--- src/rtl/io_out_pkg.sv ---
// Register map offsets and default widths shared by the output port slice.
// Latency: none (constants only).
// Backpressure: none (constants only).
package io_out_pkg;

  localparam int IO_DW = 32;
  localparam int IO_AW = 3;

  localparam logic [IO_AW-1:0] OFS_DATA  = 3'd0;
  localparam logic [IO_AW-1:0] OFS_SET   = 3'd1;
  localparam logic [IO_AW-1:0] OFS_CLR   = 3'd2;
  localparam logic [IO_AW-1:0] OFS_TGL   = 3'd3;
  localparam logic [IO_AW-1:0] OFS_BMASK = 3'd4;
  localparam logic [IO_AW-1:0] OFS_BPER  = 3'd5;
  localparam logic [IO_AW-1:0] OFS_STAT  = 3'd6;
  localparam logic [IO_AW-1:0] OFS_RSVD  = 3'd7;

endpackage

--- src/rtl/io_blink_timer.sv ---
// Blink phase generator: phase inverts every 'period' cycles; period 0 holds phase low.
// Latency: phase is a flop; restart clears count and phase at the same edge.
// Backpressure: none, free-running.
module io_blink_timer #(
  parameter int DW = 32
) (
  input  logic          clk,
  input  logic          rst,
  input  logic [DW-1:0] period,
  input  logic          restart,
  output logic          phase
);

  logic [DW-1:0] cnt_q;
  logic          phase_q;

  // Count cycles within a half-period; compare before increment so period=all-ones never wraps.
  always_ff @(posedge clk) begin
    if (rst || restart || (period == '0)) begin
      cnt_q   <= '0;
      phase_q <= 1'b0;
    end else if (cnt_q == period - {{(DW-1){1'b0}}, 1'b1}) begin
      cnt_q   <= '0;
      phase_q <= ~phase_q;
    end else begin
      cnt_q   <= cnt_q + {{(DW-1){1'b0}}, 1'b1};
    end
  end

  assign phase = phase_q;

endmodule

--- src/rtl/io_out_port.sv ---
// Memory-mapped output word register with set/clear/toggle and optional blink (IO_OUT_BLINK_EN).
// Latency: writes visible on outdt at the write edge; ack/rdata one cycle after the access.
// Backpressure: none, accepts an access every cycle and acks each one the next cycle.
module io_out_port
  import io_out_pkg::*;
#(
  parameter int            DW         = IO_DW,
  parameter int            AW         = IO_AW,
  parameter logic [DW-1:0] RST_DATA   = '0,
  parameter logic [DW-1:0] RST_PERIOD = '0
) (
  input  logic          clk,
  input  logic          rst,
  input  logic          we,
  input  logic          re,
  input  logic [AW-1:0] addr,
  input  logic [DW-1:0] wdata,
  output logic [DW-1:0] rdata,
  output logic          ack,
  output logic [DW-1:0] outdt
);

  logic [DW-1:0] data_q, data_d;
  logic [DW-1:0] rdata_q, rdata_d;
  logic          ack_q;
  logic [DW-1:0] bmask_v, bper_v;
  logic          phase_v;

`ifdef IO_OUT_BLINK_EN
  logic [DW-1:0] bmask_q, bper_q;
  logic          bper_wr;
  logic          phase;

  assign bper_wr = we && (addr == OFS_BPER);

  // Blink mask and half-period registers.
  always_ff @(posedge clk) begin
    if (rst) begin
      bmask_q <= '0;
      bper_q  <= RST_PERIOD;
    end else begin
      if (we && (addr == OFS_BMASK)) bmask_q <= wdata;
      if (bper_wr)                   bper_q  <= wdata;
    end
  end

  // A period write restarts the timer so a shorter period never strands the count.
  io_blink_timer #(.DW(DW)) u_blink (
    .clk     (clk),
    .rst     (rst),
    .period  (bper_q),
    .restart (bper_wr),
    .phase   (phase)
  );

  assign bmask_v = bmask_q;
  assign bper_v  = bper_q;
  assign phase_v = phase;
`else
  logic unused_rst_period;

  assign unused_rst_period = ^RST_PERIOD;
  assign bmask_v           = '0;
  assign bper_v            = '0;
  assign phase_v           = 1'b0;
`endif

  // Next DATA value from the write decode; non-DATA slots leave it untouched.
  always_comb begin
    data_d = data_q;
    if (we) begin
      case (addr)
        OFS_DATA: data_d = wdata;
        OFS_SET:  data_d = data_q | wdata;
        OFS_CLR:  data_d = data_q & ~wdata;
        OFS_TGL:  data_d = data_q ^ wdata;
        default:  data_d = data_q;
      endcase
    end
  end

  // Read mux sees pre-write register values, so we&re returns the old contents.
  always_comb begin
    rdata_d = '0;
    if (re) begin
      case (addr)
        OFS_DATA, OFS_SET, OFS_CLR, OFS_TGL: rdata_d = data_q;
        OFS_BMASK: rdata_d = bmask_v;
        OFS_BPER:  rdata_d = bper_v;
        OFS_STAT:  rdata_d = {{(DW-1){1'b0}}, phase_v};
        OFS_RSVD:  rdata_d = '0;
        default:   rdata_d = '0;
      endcase
    end
  end

  // DATA register plus the one-cycle ack/rdata response; reset drops any access in flight.
  always_ff @(posedge clk) begin
    if (rst) begin
      data_q  <= RST_DATA;
      ack_q   <= 1'b0;
      rdata_q <= '0;
    end else begin
      data_q  <= data_d;
      ack_q   <= we | re;
      rdata_q <= rdata_d;
    end
  end

  assign ack   = ack_q;
  assign rdata = rdata_q;
  assign outdt = data_q ^ (bmask_v & {DW{phase_v}});

endmodule

--- config.mk ---
export PLATFORM = sky130hd
export DESIGN_NAME = io_out_port
export DESIGN_NICKNAME = d
export VERILOG_FILES = /design/src/rtl/io_out_pkg.sv /design/src/rtl/io_blink_timer.sv /design/src/rtl/io_out_port.sv
export SDC_FILE = /design/constraint.sdc
export NUM_CORES = 1
export LEC_CHECK = 0
export ABC_AREA = 1
export ABC_CLOCK_PERIOD_IN_PS = 3470
export CAP_MARGIN = 5
export CORE_ASPECT_RATIO = 1.25
export CORE_UTILIZATION = 53
export DETAILED_ROUTE_END_ITERATION = 10
export PLACE_DENSITY_LB_ADDON = 0.2
export SLEW_MARGIN = 30
export SYNTH_ARGS = -nofsm -noshare
export SYNTH_HDL_FRONTEND = slang
export SYNTH_SLANG_ARGS = --single-unit
--- constraint.sdc ---
create_clock -name clk -period 3.47 [get_ports clk]
set_input_delay 0.694 -clock clk [delete_from_list [all_inputs] [get_ports clk]]
set_output_delay 0.694 -clock clk [all_outputs]
set_load 0.03 [all_outputs]
==> key figures <==
Floorplanning
  – Die Width: 80.0 um
  – Die Area: 7970 um2
  – Core Rows: 35
  – Die H: 99.5 um
  – Initial Util: 54.8%
  – Top Ports: 104
  – Total core area: 7360 um2

Route
  – WL/cell: 13.9 um
  – Total Wirelength: 10400 um
  – Top layer in use: met4
  – WL met3: 623 um
  – DR vias: 4001
  – DRC: 0
  – DR iter-0 viols: 277
  – Wire length on met1: 4150 um
  – Via/cell ratio: 5.36
  – DR WL met2: 5270 um
  – First-pass iteration count of the detailed router: 4
  – Detail Route Antenna Nets: 0

CTS
  – CTS tree: yes
  – Clock Tree Root: clkbuf_8
  – Clock Sinks: 65
  – CTS Buf Count: 9
  – Hold bufs inserted after CTS: 0
  – CTS resizes: 0
  – Clk buf depth: 2
  – CTS H-tree lvls: 3
  – CTS clk-pin slew, worst paths: 0.07 ns
  – Post-CTS setup buffers: 0
  – Clk_lat worst skew: 0.34 ns

Cells and area
  – Fin area: 5310 um2
  – Final cell count without fillers: 746
  – Seq. cell area: 1300 um2
  – Antenna diodes: 0
  – Util after Layout: 72.2%
  – Commonest non-fill, non-tap cell in the layout: clkdlybuf4s50_1
  – Area of the multi-input gates: 2180 um2
  – Share of cells above drive strength 1: 4.74%
  – Area growth syn-to-layout: 31.6%
  – Fill cell count: 595
  – Commonest non-fill, non-tap cells in the layout: clkdlybuf4s50_1, inv_1, nand3_1
  – Fin nets: 752

Global routing
  – Largest net degree at the start of global routing: 40
  – Gr usage total: 27.5%
  – Initial antenna violation count: 0
  – Grt ovf: 0
  – Vias in the first global route: 3854
  – First-pass GRT wire length: 17300 um

Logic synthesis
  – Syn nets: 662
  – Post-synth cell types: 20
  – Synthesized instance count: 559
  – Mapped cell area: 4030 um2
  – Avg Inst Size Synth: 7.22 um2
  – Synth top area cells: dfxtp_1, ha_1, nand3_1
  – Post-synthesis cell type with the largest combined area: dfxtp_1
  – YS warnings: 0
  – Seq/Total Area, Yosys: 32.3%
  – FF+latch count, synth: 65
  – Top cell type's share of synthesized area: 32.3%

Critical path
  – CP arrival: 2.64 ns
  – Crit Path Class: input pin to register
  – Slowest cell on crit path: clkdlybuf4s50_1
  – CP top delay family: buffers and inverters
  – Critical Path RT: 3.74 ns
  – Cell Chain, Critical Path: clkdlybuf4s50_1 > inv_2 > nor2_4 > buf_4 > nand3_1 > nand3_1 > nand2_1 > a21oi_1
  – R2R setup slack: 2.22 ns
  – CP startpoint kind: input pin
  – Nature of the critical path endpoint: register
  – Worst path max stage delay: 0.56 ns
  – Highest fanout seen on the critical path: 26
  – CP dominant cell by count: nand3_1
  – Buffers and inverters on the worst path: 3

Timing
  – Final Hold Fails: 0
  – Max Fclk: 422 MHz
  – TNS Setup: 0 ns
  – Final setup fails: 0
  – Unrepaired setup endpoints after global routing: false
  – Final WS setup: 1.10 ns
  – Fin crit period: 2.37 ns
  – Relative slew slack: 55.0%
  – Worst hold slack: 0.491 ns
  – Clock Skew: 0.00715 ns
  – Worst-Margin Slew: 0.676 ns
  – Slew Limit Fails: 0
  – Tcrit/Tclk final: 68.4%

Placed design
  – GPL Wtd Cong: 0.773
  – Placement Cell Area: 5100 um2
  – Pre-CTS WS: 0.788 ns
  – Count of input and output buffers: 103
  – Post-DP HPWL: 6820 um
  – DP Cell Count: 730

Power
  – Total Power: 1.86 mW
  – Pwr Density: 351 nW/um2
  – Worst VDD drop: 284 uV
  – LEAKAGE: 2.31 nW

Flow run
  – Max Cap Violations: 0

Run status
  – Status: finished, final reports clean

Worst hold path
  – Hold crit path type: register to register
[flip-flops by register name, summed over array words and instances (netlist names)]
name,flops
ack,1
rdata,32
outdt,32
[area by class of cell]
type / count / area share [%]
Clock buffer: 14 / 3.25
Clock inverter: 2 / 0.660
Inverter: 99 / 7.00
Multi-Input combinational cell: 361 / 41.1
Sequential cell: 65 / 24.5
Tap cell: 92 / 2.17
Timing Repair Buffer: 113 / 21.3
[report_power, final]
group	leakage (nW)	switching, mW	internal (mW)	total, mW
logic	1.68	0.232	0.158	0.390
clock network	0.107	0.292	0.391	0.683
registers	0.528	0.0224	0.770	0.792
[routing by layer]
metal	track usage [%]	vias to the layer above
met5	0	-
li1	-	1961
met1	31.0	1845
met3	4.59	28
met2	48.8	167
met4	14.8	0
[cells in the mapped netlist, drive strengths merged]
master / instances
nand3: 96
inv: 99
dfxtp: 65
a21oi: 64
buf: 23
o21ai: 33
nand2: 67
ha: 64
nor2: 36
clkbuf: 11
nand3b: 1
[cells by family after synthesis]
group / after synthesis / synth area share [%]
fa+ha+maj: 64 / 19.9
buf+inv: 133 / 13.9
flops: 65 / 32.3
simple gates: 200 / 22.0
compound gates: 97 / 12.0
[worst reg2reg max path, cell delays in order, from the launching register on]
cell and delay, ns:
dfxtp_1 0.40, inv_1 0.11, ha_1 0.30, nand3_1 0.08, nand3_1 0.12, nand2_1 0.06, a21oi_1 0.12
[path summary, 6_finish.rpt]
path	depth (start not counted)	start	endpoint
max reg2reg	6	outdt[0]	outdt[0]
max	8	addr[1]	outdt[8]
min reg2reg	2	outdt[1]	rdata[1]
min	2	outdt[1]	rdata[1]
(Power assumes the default switching activity.)
